[src/rtl/vfp_class_pipe.sv]
// Elastic multi-lane vector FP classifier (vfclass.v), SEW 16/32/64, with vl/v0 handling.
// Optional macro VFCLASS_FP16_EN enables SEW=16 decode; otherwise SEW=16 is reported illegal.
module vfp_class_pipe #(
    parameter int LANES  = 2,
    parameter int STAGES = 2,
    parameter int VL_W   = 11
) (
    input  logic                  clk_i,
    input  logic                  rst_i,
    input  logic                  in_valid_i,
    output logic                  in_ready_o,
    input  logic                  first_i,
    input  logic                  last_i,
    input  logic [1:0]            sew_i,
    input  logic [VL_W-1:0]       vl_i,
    input  logic                  vm_i,
    input  logic [LANES*4-1:0]    mask_i,
    input  logic [LANES*64-1:0]   operand_i,
    input  logic [LANES*64-1:0]   vd_old_i,
    output logic                  out_valid_o,
    input  logic                  out_ready_i,
    output logic [LANES*64-1:0]   result_o,
    output logic                  last_o,
    output logic                  illegal_o
);
    localparam int W = LANES * 64;

    // Handshake: a beat moves on either side only in a cycle where valid && ready;
    // the output beat is held unchanged while out_valid_o && !out_ready_i.

    function automatic logic [9:0] fclass(input logic sgn, input logic exp_ones,
                                          input logic exp_zero, input logic mnt_zero,
                                          input logic mnt_msb);
        logic [9:0] c;
        c = '0;
        if (exp_ones) begin
            if (mnt_zero) c[sgn ? 0 : 7] = 1'b1;
            else          c[mnt_msb ? 9 : 8] = 1'b1;
        end else if (exp_zero) begin
            if (mnt_zero) c[sgn ? 3 : 4] = 1'b1;
            else          c[sgn ? 2 : 5] = 1'b1;
        end else begin
            c[sgn ? 1 : 6] = 1'b1;
        end
        return c;
    endfunction

    function automatic logic is_active(input int idx, input logic [VL_W-1:0] vl,
                                       input logic vm, input logic mb);
        return (idx < int'(vl)) && (vm || mb);
    endfunction

    logic [VL_W-1:0] bcnt_q, bcnt_d, eff_cnt;
    logic [W-1:0]    res0;
    logic            ill0;
    logic            accept;
    logic [63:0]     e64;
    logic [31:0]     e32;

    logic [STAGES-1:0] vld_q, vld_d, last_q, last_d, ill_q, ill_d;
    logic [W-1:0]      res_q [STAGES];
    logic [W-1:0]      res_d [STAGES];
    logic [STAGES-1:0] cap;

`ifdef VFCLASS_FP16_EN
    logic [15:0] e16;
`else
    logic unused_mask;
    assign unused_mask = ^mask_i[LANES*4-1:LANES*2];
`endif

    assign in_ready_o = !vld_q[STAGES-1] || out_ready_i;
    assign accept     = in_valid_i && in_ready_o;
    assign eff_cnt    = first_i ? '0 : bcnt_q;

    // Stage 0: classify each active element in place at the current SEW.
    always_comb begin
        res0 = vd_old_i;
        ill0 = 1'b0;
        e64  = '0;
        e32  = '0;
`ifdef VFCLASS_FP16_EN
        e16  = '0;
`endif
        case (sew_i)
`ifdef VFCLASS_FP16_EN
            2'b00: begin
                for (int j = 0; j < LANES * 4; j++) begin
                    e16 = operand_i[16*j +: 16];
                    if (is_active(int'(eff_cnt) * (LANES * 4) + j, vl_i, vm_i, mask_i[j]))
                        res0[16*j +: 16] = {6'b0, fclass(e16[15], &e16[14:10], ~|e16[14:10],
                                                         ~|e16[9:0], e16[9])};
                end
            end
`endif
            2'b01: begin
                for (int j = 0; j < LANES * 2; j++) begin
                    e32 = operand_i[32*j +: 32];
                    if (is_active(int'(eff_cnt) * (LANES * 2) + j, vl_i, vm_i, mask_i[j]))
                        res0[32*j +: 32] = {22'b0, fclass(e32[31], &e32[30:23], ~|e32[30:23],
                                                          ~|e32[22:0], e32[22])};
                end
            end
            2'b10: begin
                for (int j = 0; j < LANES; j++) begin
                    e64 = operand_i[64*j +: 64];
                    if (is_active(int'(eff_cnt) * LANES + j, vl_i, vm_i, mask_i[j]))
                        res0[64*j +: 64] = {54'b0, fclass(e64[63], &e64[62:52], ~|e64[62:52],
                                                          ~|e64[51:0], e64[51])};
                end
            end
            default: ill0 = 1'b1;
        endcase
    end

    always_comb begin
        bcnt_d = bcnt_q;
        if (accept) bcnt_d = last_i ? '0 : eff_cnt + VL_W'(1);
    end

    // cap[k]: stage k can take a new beat this cycle (empty, or a hole/ready exists downstream).
    always_comb begin
        for (int k = 0; k < STAGES; k++) begin
            cap[k] = out_ready_i;
            for (int m = k; m < STAGES; m++)
                if (!vld_q[m]) cap[k] = 1'b1;
        end
    end

    always_comb begin
        for (int k = 0; k < STAGES; k++) begin
            vld_d[k]  = vld_q[k];
            last_d[k] = last_q[k];
            ill_d[k]  = ill_q[k];
            res_d[k]  = res_q[k];
            if (k == 0) begin
                if (accept) begin
                    vld_d[k]  = 1'b1;
                    last_d[k] = last_i;
                    ill_d[k]  = ill0;
                    res_d[k]  = res0;
                end else if ((STAGES == 1) ? out_ready_i : cap[(k + 1) % STAGES]) begin
                    vld_d[k] = 1'b0;
                end
            end else begin
                if (vld_q[k-1] && cap[k]) begin
                    vld_d[k]  = 1'b1;
                    last_d[k] = last_q[k-1];
                    ill_d[k]  = ill_q[k-1];
                    res_d[k]  = res_q[k-1];
                end else if ((k == STAGES - 1) ? out_ready_i : cap[(k + 1) % STAGES]) begin
                    vld_d[k] = 1'b0;
                end
            end
        end
    end

    always_ff @(posedge clk_i or posedge rst_i) begin
        if (rst_i) begin
            bcnt_q <= '0;
            vld_q  <= '0;
            last_q <= '0;
            ill_q  <= '0;
            for (int k = 0; k < STAGES; k++) res_q[k] <= '0;
        end else begin
            bcnt_q <= bcnt_d;
            vld_q  <= vld_d;
            last_q <= last_d;
            ill_q  <= ill_d;
            for (int k = 0; k < STAGES; k++) res_q[k] <= res_d[k];
        end
    end

    assign out_valid_o = vld_q[STAGES-1];
    assign result_o    = res_q[STAGES-1];
    assign last_o      = last_q[STAGES-1];
    assign illegal_o   = ill_q[STAGES-1];

endmodule

[config.mk]
export PLATFORM = sky130hd
export DESIGN_NAME = vfp_class_pipe
export DESIGN_NICKNAME = d
export VERILOG_FILES = /design/src/rtl/vfp_class_pipe.sv
export SDC_FILE = /design/constraint.sdc
export NUM_CORES = 1
export LEC_CHECK = 0
export CORE_ASPECT_RATIO = 1.1
export CORE_MARGIN = 2
export CORE_UTILIZATION = 40
export DETAILED_ROUTE_END_ITERATION = 8
export DONT_BUFFER_PORTS = 1
export GPL_ROUTABILITY_DRIVEN = 0
export PLACE_DENSITY = 0.52
export SETUP_SLACK_MARGIN = 0.4
export SLEW_MARGIN = 25
export SYNTH_ARGS = -nofsm -noshare
export SYNTH_HDL_FRONTEND = slang
export SYNTH_SLANG_ARGS = --single-unit
[constraint.sdc]
create_clock -name clk_i -period 12.1 [get_ports clk_i]
set_clock_uncertainty 0.1 [all_clocks]
set_input_delay 0 -clock clk_i [delete_from_list [all_inputs] [get_ports clk_i]]
set_output_delay 0 -clock clk_i [all_outputs]
set_load 0.01 [all_outputs]
==> metrics, run 1 <==
r2r endpoint res_q[193]; routed length per instance around 22 um; Synth top area share 0.501; RSZ-0062 raised after global routing no; Clock Path Buffers 3; worst-path fanout max 24; Clock Pin Slew Worst Setup and Hold Paths 0.06 ns; CTS resizes 0; failing checks negative hold slack; Post-synth EDFFs 0; GR peak layer met2; final-report hold violation count 14; Setup crit start kind flop; class of the worst hold path in -> async; actual slew at the worst max-slew pin roughly 0.88 ns; Arr. time, crit path about 5.1 ns; synthesized area 0.0136 sq mm; largest family of logic cells by synthesized area simple AND/OR/NAND/NOR gates; Final Non-Filler Cells 1800; grt total ovfl 0; vias in the first global route ~11000; status complete, but fails checks; Skew-Pair Late Insertion Delay around 0.56 ns; Chip Height 198 um; Syn Area/Cell between 10 and 15 sq um; Via density roughly 5.6; Detailed Route Iter0 Violations ~570; Nets 1635; largest net degree at the start of global routing ~140; top post-synthesis cells by area dfrtp_1 (50%), mux2_2 (11%), buf_4 (7.2%); WHS -0.0145 ns; R2R Setup Slk roughly 7.4 ns; pwr dens about 170 mW/mm^2; Die Area about 0.036 sq mm; Yosys cell types 84; post-synthesis cell count around 1300; met3 usage 0.0605; FP Rows 70; Peak supply drop between 0.09 and 0.1 mV; clock root cell clkbuf_16; register bit total from synthesis 273; # H-tree levels 1; Synth Area in XOR/XNOR 0.00257; WL final between 30 and 40 mm; layout cells sized above 1 0.158; critical path type reg -> reg; count leader, synth dfrtp_1; Starting Density 0.408; core area between 0.03 and 0.04 sq mm; DR vias a little over 10000; TritonRoute pass-1 iters 5; CTS tree built; top_reg_cell synth dfrtp_1; cell leakage power 0.00702 uW; CTS sink count roughly 270; Placed Cells 1546; total nets after synthesis about 1600; relative slew slack 0.411; I/O pin count ~420; antenna violations before repair 4; Synth area leader dfrtp_1; synthesized-area fraction occupied by adder cells 0.00964; Required @ worst endpoint about 12 ns; Yosys Warn Count 0; clock period minus worst slack 4.70 ns; final setup fails 0; Synth Area in Compound Gates 0.131; Port Buffers 0; global routing usage on met1 0.259; Seq/Total Area, Yosys 0.501; Routed Antenna Nets 0; FF-to-FF Start bcnt_q[9]; ranking of synthesized cells by instance count dfrtp_1 (273), nand2_1 (178), buf_4 (131); post-synthesis mux area share 0.110; fmax 213 MHz; CP endpoint kind flop; R2R cell count 13; CTS Buf Count 31; TNS Setup 0 ns; Slew Viols, Final 0; GRT Util Overall 0.216; MaxCap Viol Count 0; Simple-Gate Fraction of Synth Area 0.147; post-layout util 0.480; area grow syn2layout 17.9%; # DRC 0; met2 Resource Use GR 0.376; DIE WIDTH ~180 um; period utilization 0.389; hpwl dp between 20 and 30 mm; first-pass GRT wire length 60.7 mm; asr flop ratio synth 1.00
[cell families (layout without fill, tap and decap cells)]
kind of cell	Yosys count	count (layout)
compound gates	248	248
mux	133	133
xor+xnor	4	4
other cells	0	3
fa+ha+maj	11	11
flops	273	273
buf+inv	219	287
simple gates	409	409
[critical path, stage by stage, from the launching register on]
cell and delay (ns):
dfrtp_1 0.46, nor2b_1 0.17, ha_1 0.30, nand2_1 0.10, or3_1 0.37, a2111oi_0 0.48
a311o_1 0.57, a21oi_4 0.16, a21oi_4 0.42, buf_16 0.22, a221oi_1 0.09, dlygate4sd3_1 0.59
nand2_1 0.06, dlygate4sd3_1 0.53
[worst max-delay path by stage]
stage	start	to	slack, ns	depth (start not counted)
after floorplan	rst_i	bcnt_q[0]	4.48	1
after global placement	bcnt_q[9]	res_q[199]	8.22	10
after detailed placement	bcnt_q[9]	res_q[194]	8.21	10
after CTS	bcnt_q[9]	res_q[193]	7.11	12
after global routing	bcnt_q[3]	res_q[193]	7.16	13
final	bcnt_q[9]	res_q[193]	7.40	13
[final cells by class]
| type | instances | area [sq um] |
|---|---|---|
| Fill cell | 3053 | 17400 |
| Sequential cell | 273 | 6830 |
| Multi-Input combinational cell | 805 | 5480 |
| Timing Repair Buffer | 206 | 2090 |
| Clock buffer | 43 | 861 |
| Tap cell | 432 | 541 |
| Clock inverter | 12 | 145 |
| Inverter | 26 | 110 |
| Antenna cell | 3 | 7.51 |
[flip-flops by register name (all words and copies together), names as in the netlist]
name / count
ill_q: 2
last_q: 2
vld_q: 2
result_o: 128
bcnt_q: 11
res_q: 128
[per-stage QoR]
stage	instance area (sq um)	total power [uW]	setup WS, ns
after floorplan	13600	1790	4.48
after global placement	13000	1720	8.22
final	16100	2740	7.40
after detailed placement	13100	1740	8.21
after CTS	16000	2760	7.11
after global routing	16100	2870	7.16
[timing repair]
action	CTS	global route
endpoints found under the hold margin	282	0
buffers inserted	0	0
hold buffers	194	0
[placed cells by master, fill, tap and decap left out, drive strengths merged, types with 5 or more instances in the layout]
cell / instances
nor4: 32
ha: 8
or4: 8
nand2: 179
o21ai: 77
a31oi: 10
clkinv: 9
dfrtp: 273
dlygate4sd3: 194
nor3: 23
and2: 5
a221o: 12
clkbuf: 43
inv: 25
nand3: 21
nor2: 57
buf: 12
mux2: 130
a22o: 45
or3: 10
a21oi: 29
o31ai: 12
nor2b: 17
nand4: 19
nand2b: 12
and3: 6
o22ai: 6
[metal layers]
layer | vias up | share of wire
li1 | 4621 | -
met1 | 5034 | 0.40
met2 | 354 | 0.50
met3 | 69 | 0.076
met4 | 0 | 0.025
met5 | - | 0
[where the power goes]
group / leakage (uW) / switching [uW] / total [uW] / internal (uW)
Clock: 0.000494 / 379 / 937 / 557
Sequential: 0.00351 / 232 / 1360 / 1120
Combinational: 0.00302 / 192 / 446 / 254
Total: 0.00702 / 803 / 2740 / 1930
Note: power is estimated with default switching activity, not from simulation.
==> run 2: changes to the inputs <==
==> constraint.sdc (replaced) <==
create_clock -name clk_i -period 4.8 [get_ports clk_i]
set_clock_uncertainty 0.1 [all_clocks]
set_input_delay 0 -clock clk_i [delete_from_list [all_inputs] [get_ports clk_i]]
set_output_delay 0 -clock clk_i [all_outputs]
set_load 0.01 [all_outputs]
==> run 2 against run 1 <==
Highest routed layer unchanged. The flow now finishes without violations. Worst hold slack improved by 0.023 ns. Sequential share of layout area about the same. Register-to-register slack got worse by 6.9 ns. Setup slack got worse by 6.9 ns. Core utilization about the same. Routed wire length increased by 0.37%. Largest power group unchanged. Power increased to 2.5 times the previous value. Flip-flop and latch count unchanged. Critical endpoint is now res_q[130]. First-iteration DRC count decreased by 9.8%. Clock-buffer cell count decreased by 1. Die area unchanged. Sequential power increased to 2.5 times the previous value.
==> metrics, run 2 (same netlist as run 1, synthesis figures left out) <==
status completed; CTS sink count 273 (unchanged); GRT Util Overall 0.215 (-0.00142); RSZ-0062 raised after global routing yes; vias in the first global route 10400 (-1.2%); Skew-Pair Late Insertion Delay 0.56 ns (about the same); CP endpoint kind flop; relative slew slack 0.429 (+0.0175); Placed Cells 1551 (+0.32%); Clock Pin Slew Worst Setup and Hold Paths 0.07 ns (about the same); hpwl dp 27.5 mm (+2.9%); Starting Density 0.408 (unchanged); WHS 0.00848 ns (+0.0229 ns); largest net degree at the start of global routing 140 (-2.1%); Slew Viols, Final 0 (unchanged); final-report hold violation count 0 (-14); Nets 1637 (+0.12%); area grow syn2layout 17.9% (about the same); CTS tree built; core area 0.0335 sq mm (unchanged); Setup crit start kind flop; first-pass GRT wire length 59.9 mm (-1.2%); WL final 39.4 mm (+0.37%); MaxCap Viol Count 0 (unchanged); TNS Setup 0 ns (unchanged); FP Rows 70 (unchanged); fmax 233 MHz (+9.5%); clock root cell clkbuf_16; cell area after layout 0.0161 sq mm (about the same); final total power 6910 uW (+150%); CTS Buf Count 30 (-3.2%); DIE WIDTH 180 um (unchanged); Arr. time, crit path 4.63 ns (-0.46 ns); DR vias 10100 (+0.25%); most common cell after layout, fill and taps aside dfrtp_1; Chip Height 198 um (unchanged); period utilization 0.895 (+0.507); # H-tree levels 1 (unchanged); pwr dens 430 mW/mm^2 (+150%); I/O pin count 416 (unchanged); actual slew at the worst max-slew pin 0.855 ns (-0.0282 ns); Required @ worst endpoint 5.14 ns (-7.35 ns); grt total ovfl 0 (unchanged); most frequent cells in the layout dfrtp_1 (273), dlygate4sd3_1 (189), nand2_1 (176); antenna violations before repair 7 (+3); worst-path fanout max 8 (-67%); Final Non-Filler Cells 1806 (+0.33%); Port Buffers 0 (unchanged); Clock Path Buffers 3 (unchanged); placed instance area 0.0131 sq mm (+0.25%); Via density 5.59 (about the same); layout cells sized above 1 0.167 (+0.00940); Routed Antenna Nets 0 (unchanged); critical path type reg -> reg; fillers 3077 (+0.79%); # DRC 0 (unchanged); Peak supply drop 0.252 mV (+150%); class of the worst hold path in -> reg; Die Area 0.0356 sq mm (unchanged); routed length per instance 21.8 um (about the same); TritonRoute pass-1 iters 5 (unchanged); Detailed Route Iter0 Violations 515 (-9.8%); clock period minus worst slack 4.30 ns (-0.407 ns); cell leakage power 0.00702 uW (about the same); final setup fails 0 (unchanged)
==> run 2: changes by cell type in the layout (fill, tap and decap cells not counted), moves of 2 or more <==
cell / previous run / this run
dlygate4sd3_1: 194 / 189
inv_6: 0 / 2
clkbuf_1: 8 / 5
buf_12: 0 / 2
diode_2: 3 / 8
a2111oi_2: 0 / 2
clkinv_4: 2 / 0
buf_16: 3 / 0
buf_4: 9 / 18
clkbuf_8: 4 / 6
==> run 2: path summary, 6_finish.rpt <==
check                         startpoint  slack (ns)            to  cells past startpoint
min in group asynchronous          rst_i        0.51  result_o[64]                      4
hold / removal             operand_i[87]       0.008    res_q[193]                      4
max in group asynchronous          rst_i        3.32    res_q[135]                      4
hold reg to reg               res_q[194]        0.37    res_q[194]                      2
setup / recovery               bcnt_q[9]        0.50    res_q[130]                     12
setup reg to reg               bcnt_q[9]        0.50    res_q[130]                     12
==> run 2: what timing repair did <==
item,CTS,global route
setup buffers,0,4
endpoints found under the hold margin,407,0
gates resized for setup,0,4
hold buffers,190,0
endpoints found under the setup margin,0,10
==> run 2: through the flow <==
stage | utilization | worst slack (ns)
after floorplan | - | 1.09
after global placement | 0.391 | 1.04
after detailed placement | 0.391 | 1.03
after CTS | 0.479 | 0.412
after global routing | 0.481 | 0.289
final | 0.481 | 0.503
==> run 2: where the power goes <==
part	leakage (uW)	switching, uW	internal [uW]
Sequential	0.00351	587	2830
Clock	0.000502	955	1430
Combinational	0.00300	475	630
Total	0.00702	2020	4890
==> run 2: final cells by class <==
type                    count  area, sq um  area share
multi-input cells         805         5500       0.342
repair buffers            209         2070       0.129
inverters                  26          101     0.00630
clock buffers              42          877      0.0545
well taps                 432          541      0.0336
flip-flops and latches    273         6830       0.425
clock inverters            11          140     0.00871
diodes                      8         20.0     0.00124
==> run 2: per-layer routing <==
layer  track usage  share of wire
met3        0.0594          0.077
met1         0.258           0.40
met4        0.0792          0.030
met2         0.368           0.49
met5             0              0
==> run 2: worst max-delay path, cell delays in order (launching register included) <==
cell and delay [ns]:
dfrtp_1 0.46, nor2b_1 0.17, ha_1 0.29, nand2_1 0.09, or3_1 0.38, a2111oi_2 0.40
nor3_2 0.15, a41oi_1 0.23, dlygate4sd3_1 0.59, a21oi_1 0.06, dlygate4sd3_1 0.56, and2_1 0.15
dlygate4sd3_1 0.55
